==> src/rtl/traffic_light_ctrl_param.sv <==
// traffic_light_ctrl_param
// Pedestrian-crossing controller: car green/yellow/red and pedestrian walk/stop.
// A prescaler divides clk into one-second ticks; every state entry restarts
// both the prescaler and the seconds counter so each timed state lasts an
// exact number of whole seconds. A push on N is latched in req and served
// once the car-green minimum time has elapsed.
// Optional feature: define NIGHT_FLASH_EN to add the night input and the
// flashing-yellow NIGHT state.
module traffic_light_ctrl_param #(
  parameter int CLK_PER_SEC = 1000,
  parameter int CNT_W       = 16,
  parameter int T_GREEN_MIN = 20,
  parameter int T_YELLOW    = 3,
  parameter int T_ALLRED    = 1,
  parameter int T_WALK      = 10,
  parameter int T_FLASH     = 4
) (
  input  logic       clk,
  input  logic       rst,
  input  logic       N,
`ifdef NIGHT_FLASH_EN
  input  logic       night,
`endif
  output logic       car_g,
  output logic       car_y,
  output logic       car_r,
  output logic       ped_walk,
  output logic       ped_stop,
  output logic       req_pend,
  output logic [2:0] state
);

  localparam logic [2:0] S_GREEN  = 3'd0;
  localparam logic [2:0] S_YELLOW = 3'd1;
  localparam logic [2:0] S_ALLRED = 3'd2;
  localparam logic [2:0] S_WALK   = 3'd3;
  localparam logic [2:0] S_FLASH  = 3'd4;
`ifdef NIGHT_FLASH_EN
  localparam logic [2:0] S_NIGHT  = 3'd5;
`endif

  localparam logic [CNT_W-1:0] PS_LAST = CNT_W'(CLK_PER_SEC - 1);
  localparam logic [CNT_W-1:0] PS_HALF = CNT_W'(CLK_PER_SEC / 2);
  localparam logic [CNT_W-1:0] SEC_MAX = {CNT_W{1'b1}};
  localparam logic [CNT_W-1:0] TG_MIN  = CNT_W'(T_GREEN_MIN);
  localparam logic [CNT_W-1:0] TY      = CNT_W'(T_YELLOW);
  localparam logic [CNT_W-1:0] TA      = CNT_W'(T_ALLRED);
  localparam logic [CNT_W-1:0] TW      = CNT_W'(T_WALK);
  localparam logic [CNT_W-1:0] TF      = CNT_W'(T_FLASH);

  logic [2:0]       state_reg, state_next;
  logic [CNT_W-1:0] presc_reg, presc_next;
  logic [CNT_W-1:0] sec_reg, sec_next;
  logic [CNT_W-1:0] sec_inc;
  logic             req_reg, req_next;
  logic             tick;
  logic             entering;
  logic             serving;

  // State register
  always_ff @(posedge clk or negedge rst) begin
    if (!rst) begin
      state_reg <= S_GREEN;
    end else begin
      state_reg <= state_next;
    end
  end

  // Prescaler, seconds counter and latched request
  always_ff @(posedge clk or negedge rst) begin
    if (!rst) begin
      presc_reg <= '0;
      sec_reg   <= '0;
      req_reg   <= 1'b0;
    end else begin
      presc_reg <= presc_next;
      sec_reg   <= sec_next;
      req_reg   <= req_next;
    end
  end

  // Second boundary detection; sec_inc is the post-increment value that
  // the transition conditions look at (saturates instead of wrapping)
  always_comb begin
    tick    = (presc_reg == PS_LAST);
    sec_inc = (sec_reg == SEC_MAX) ? sec_reg : sec_reg + CNT_W'(1);
  end

  // Next-state logic: every move happens on a second boundary
  always_comb begin
    state_next = state_reg;
    case (state_reg)
      S_GREEN: begin
`ifdef NIGHT_FLASH_EN
        if (tick && night) begin
          state_next = S_NIGHT;
        end else if (tick && req_reg && (sec_inc >= TG_MIN)) begin
          state_next = S_YELLOW;
        end
`else
        if (tick && req_reg && (sec_inc >= TG_MIN)) begin
          state_next = S_YELLOW;
        end
`endif
      end
      S_YELLOW: if (tick && (sec_inc == TY)) state_next = S_ALLRED;
      S_ALLRED: if (tick && (sec_inc == TA)) state_next = S_WALK;
      S_WALK:   if (tick && (sec_inc == TW)) state_next = S_FLASH;
      S_FLASH:  if (tick && (sec_inc == TF)) state_next = S_GREEN;
`ifdef NIGHT_FLASH_EN
      S_NIGHT:  if (tick && !night) state_next = S_GREEN;
`endif
      default:  state_next = S_GREEN;
    endcase
  end

  // Counter and request updates; a state change restarts both counters,
  // and clearing the request on WALK/NIGHT entry overrides a same-cycle press
  always_comb begin
    entering = (state_next != state_reg);
    serving  = (state_reg == S_GREEN) || (state_reg == S_YELLOW) ||
               (state_reg == S_ALLRED);

    if (entering || tick) begin
      presc_next = '0;
    end else begin
      presc_next = presc_reg + CNT_W'(1);
    end

    if (entering) begin
      sec_next = '0;
    end else if (tick) begin
      sec_next = sec_inc;
    end else begin
      sec_next = sec_reg;
    end

    req_next = req_reg;
    if (N && serving) req_next = 1'b1;
    if (entering && (state_next == S_WALK)) req_next = 1'b0;
`ifdef NIGHT_FLASH_EN
    if (entering && (state_next == S_NIGHT)) req_next = 1'b0;
`endif
  end

  // Moore output decode straight from the registers
  always_comb begin
    car_g    = 1'b0;
    car_y    = 1'b0;
    car_r    = 1'b0;
    ped_walk = 1'b0;
    ped_stop = 1'b0;
    req_pend = req_reg;
    state    = state_reg;
    case (state_reg)
      S_YELLOW: begin
        car_y    = 1'b1;
        ped_stop = 1'b1;
      end
      S_ALLRED: begin
        car_r    = 1'b1;
        ped_stop = 1'b1;
      end
      S_WALK: begin
        car_r    = 1'b1;
        ped_walk = 1'b1;
      end
      S_FLASH: begin
        car_r    = 1'b1;
        ped_walk = (presc_reg < PS_HALF);
      end
`ifdef NIGHT_FLASH_EN
      S_NIGHT: begin
        car_y = (presc_reg < PS_HALF);
      end
`endif
      default: begin
        // GREEN, and any illegal code for the single cycle before recovery
        car_g    = 1'b1;
        ped_stop = 1'b1;
      end
    endcase
  end

endmodule
==> config.mk <==
export PLATFORM = sky130hd
export DESIGN_NAME = traffic_light_ctrl_param
export DESIGN_NICKNAME = d
export VERILOG_FILES = /design/src/rtl/traffic_light_ctrl_param.sv
export SDC_FILE = /design/constraint.sdc
export NUM_CORES = 1
export LEC_CHECK = 0
export CAP_MARGIN = 20
export CORE_ASPECT_RATIO = 1.5
export CORE_MARGIN = 2
export CORE_UTILIZATION = 50
export CTS_CLUSTER_DIAMETER = 120
export DETAILED_ROUTE_END_ITERATION = 12
export PLACE_DENSITY = 0.77
export SLEW_MARGIN = 10
export SYNTH_ARGS = -nofsm -noshare
export SYNTH_HDL_FRONTEND = slang
export SYNTH_SLANG_ARGS = --single-unit
==> constraint.sdc <==
create_clock -name clk -period 3.6 [get_ports clk]
set_clock_uncertainty 0.1 [all_clocks]
set_input_delay 0.72 -clock clk [delete_from_list [all_inputs] [get_ports clk]]
set_output_delay 0.72 -clock clk [all_outputs]
set_load 0.01 [all_outputs]
After elaboration in Yosys (flattened, before gate mapping)
Index checks and enable logic that the tools add are counted.

Flip-flop bits (word level): 36. Bits of input ports: 3. Output and inout bits: 9. Logic and storage cells: 54.

$add $sub $neg: 2. Order comparisons: 2. Equal/unequal tests: 12. Mux-type cells: 17. Reduce and logical (&&, ||, !) cells: 17.

Operators with widths (count): $mux 16 (4); $add 16x1->16 const B (2); $eq 16x1->1 const B (1); $eq 16x10->1 const B (1); $eq 16x16->1 const B (1); $eq 16x2->1 const B (1); $eq 16x3->1 const B (1); $eq 16x4->1 const B (1); $ge 16x5->1 const B (1); $lt 16x9->1 const B (1); $mux 3 (5); $pmux 3 s5 (1); $eq 3x2->1 const B (3); $logic_and 1x1->1 (8); $mux 1 (6); $reduce_bool 2->1 (2); $reduce_or 4->1 (1); $eq 3x1->1 const B (1); $eq 3x3->1 const B (1); $logic_not 3->1 (1); $logic_or 1x1->1 (3); $ne 3x3->1 (1); $reduce_or 3->1 (1); $pmux 1 s2 (1); $reduce_or 2->1 (1).

Logic depth before layout (Yosys ltp)
Depth in word-level cells: 9. Mapped depth: 11. Mapped depth without buffers: 8.

Worst setup path before layout
No wires, ideal clock.

Path type: reg-to-reg. From: reg sec_reg[1]. To: reg sec_reg[0]. Library setup time: 122 ps. Arrival time: 2729 ps. Data required time: 3378 ps. Setup slack: 649 ps. Cell stages (with the launch flop): 11. Buffers on the path: 2. Clock period less this slack: 2951 ps. Cells stage by stage: dfrtp_1 > ha_1 > nand3_2 > buf_6 > or3_1 > a2111o_1 > a22oi_2 > nand3_1 > a32oi_4 > buf_8 > nor3_2.

Word-level cells in the longest chain between the ends: 8. Elaborated cells on any way between the ends: 23. Classes of those cells: add/sub (1); order compare (1); eq/ne (6); mux (9); reduce/logical (6).

Ends and longest elaborated chain: start, declared (line 53) `logic [CNT_W-1:0] sec_reg, sec_next;`; start signal, assigned (line 77) `sec_reg <= sec_next;`; $add 16x1->16 or $eq 16x16->1 (tied branches) (line 86) `sec_inc = (sec_reg == SEC_MAX) ? sec_reg : sec_reg + CNT_W'(1);`; $mux 16 (*) (line 86); $ge 16x5->1 (tied with other cells) (line 101) `if (tick && req_reg && (sec_inc >= TG_MIN)) begin`; $logic_and 1x1->1 (on tied branches); $mux 3 (on tied branches); $pmux 3 s5 (line 92) `case (state_reg)`; $ne 3x3->1 (line 120) `entering = (state_next != state_reg);`; $mux 16 or $reduce_bool 2->1 (tied branches).

Every way passes the cells marked *; elsewhere a longest branch is shown, timed or not. The select of a mux whose other input is x is not followed. A chain may end at the register's enable or synchronous reset.

Final worst setup path
From: reg sec_reg[0]. To: reg sec_reg[12].

The elaborated chain is that of the path after synthesis.

==> out/summary.txt <==
Antenna violations before repair - 0
Max Cap Violations - 0
Vias per cell - 5.96
Post-layout util - 0.575
Asr flop ratio synth - 1.00
CTS tree - done
CTS sink cnt - 36
Final setup viols - 0
Final WL - 5550 um
Worst Hold Class - register to register
# H-tree levels - 2
Slew Viols, Final - 0
Post-synth cell types - 51
Slew HR - 0.415
Row cnt - 31
Synthesized Nets - 284
Post-detail-place hpwl - 3990 um
Final net count - 292
Crit Path Max Fanout - 12
RSZ-0062 raised after global routing - no
DR DRC count - 0
Synthesized area per cell - 8.71 um2
CTS clk-pin slew, worst paths - 80 ps
R2R cell count - 10
Post-synthesis sequential area ratio - 0.371
Final ANT Viol Nets - 0
Core area - 0.00477 mm2
GRT Overall Usage - 0.227
Post CTS Setup Buffer Count - 0
Fin crit share - 0.890
LEAKAGE - 1.09 nW
Max clock buf depth - 2
Synth warn - 0
DIE AREA - 0.00545 mm2
First-pass GRT wire length - 9200 um
Cell Count Post-Placement - 346
Post-synth top flop - dfrtp_1
Wire length per cell - 15.7 um
Final hold viol count - 0
Grt ovf - 0
Number of global-route vias before repair - 1,956
Iter 0 DRT Violations - 131
Slew at the pin with the worst max-slew slack - 878 ps
Kind of end point of the critical path - register
Tot Pwr - 0.000916 W
CP Launch Type - register
Gate Count Post-Synth - 279
Root buf cell - clkbuf_8
Number of CTS-inserted buffers - 5
Antenna Cells - 0
Largest net degree at the start of global routing - 37
CTS Hold Bufs - 0
DIE WIDTH - 60.9 um
Setup TNS - 0 ps
Synthesized area - 0.00243 mm2
PD cells - 334 mW/mm2
Final cell count without fillers - 354
Ports - 12
Vias post-DR - 2,110
Most frequent cells in the layout - 36 x dfrtp_1, 31 x nor2_1, 28 x nor3_1, 28 x nand2_1, 15 x xnor2_1
Commonest non-fill, non-tap cell in the layout - dfrtp_1
Port bufs - 11
Kind of critical path - register to register
Post-CTS resize count - 0
Maximum clock rate - 312 MHz
Starting density of the core - 0.510
Crit path DAT - 3310 ps
Max IR drop VDD - 0.000327 V
GPL Wtd Cong - 0.895
Min Tclk post-route - 3200 ps
Status - finished clean
DRT Pass-1 Iters - 5
Post-synth EDFFs - 0
Share of layout cells above drive strength 1 - 0.118
Area delta synth->final - 12.9%
Hold path depth - 1
Die height - 89.4 um
Skew-Pair Late Insertion Delay - 300 ps
Seq cells post-synth - 36
Final hold slack - 366 ps
Critical Path RT - 3700 ps
path summary, 6_finish.rpt:
kind | start | end | slack, ps
worst min-delay path | presc_reg[0]$_DFF_PN0_ | presc_reg[0]$_DFF_PN0_ | 370
worst max-delay path | sec_reg[0]$_DFFE_PN0P_ | sec_reg[12]$_DFFE_PN0P_ | 400
worst max register to register | sec_reg[0]$_DFFE_PN0P_ | sec_reg[12]$_DFFE_PN0P_ | 400
min in group asynchronous | rst | sec_reg[14]$_DFFE_PN0P_ | 420
max in group asynchronous | rst | presc_reg[11]$_DFF_PN0_ | 2420
worst min register to register | presc_reg[0]$_DFF_PN0_ | presc_reg[0]$_DFF_PN0_ | 370
kinds of logic after synthesis:
kind of cell | count (synthesis) | share of synthesized area
buf+inv | 23 | 0.0499
fa+ha+maj | 2 | 0.0103
compound gates | 35 | 0.113
simple gates | 151 | 0.338
flops | 36 | 0.371
mux | 5 | 0.0206
xor+xnor | 27 | 0.0973
metal layers:
layer,global-route usage,part of all wire
met1,0.262,0.41
met2,0.389,0.54
met5,0,0
met3,0.0492,0.030
met4,0.111,0.026
per-stage QoR:
step / worst slack (ps) / area [um2]
2_1_floorplan: 649 / 2430
3_3_place_gp: 539 / 2580
3_5_place_dp: 447 / 2580
4_1_cts: 443 / 2740
5_1_grt: 194 / 2740
6_report: 395 / 2740
critical path, stage by stage, from the launching register on:
cell and delay, ps:
dfrtp_1 500, ha_1 350, nand3_2 120, buf_4 200, nor4_1 420, o21ai_0 190
a22oi_2 340, a311o_2 270, a32oi_4 170, buf_12 190, nor4_1 250
area by class of cell:
type,instances,area [um2]
Clock inverter,3,90.1
Inverter,6,22.5
Tap cell,66,82.6
Timing Repair Buffer,18,170
Sequential cell,36,901
Multi-Input combinational cell,220,1410
Clock buffer,5,68.8
Fill cell,424,2030
where the power goes:
part,switching [W],internal [W],total (W)
Sequential,0.0000000000000000000422,0.000404,0.000404
Clock,0.000156,0.000347,0.000503
Combinational,0.00000757,0.00000130,0.00000887
Total,0.000164,0.000752,0.000916
cells in the mapped netlist, types with 2 or more instances:
master,instances,share of area
nor4_1,7,0.018
a22o_1,2,0.0072
or3_1,3,0.0077
o21a_1,2,0.0062
nand4_1,13,0.033
o2111ai_1,2,0.0072
and3_1,5,0.013
o31ai_1,3,0.0093
a31oi_1,2,0.0051
clkbuf_1,6,0.0093
a21oi_1,3,0.0062
xor2_1,12,0.043
o21ai_0,9,0.019
xnor2_1,15,0.054
dfrtp_1,36,0.37
mux2i_1,5,0.021
nor3_2,10,0.041
nor3_1,28,0.058
and2_1,2,0.0051
and4_1,3,0.011
ha_1,2,0.010
inv_1,6,0.0093
buf_2,6,0.012
nor2_1,31,0.048
buf_4,2,0.0062
nand3_1,12,0.025
nand2_1,28,0.043
Power figures use the tool's default switching activity.
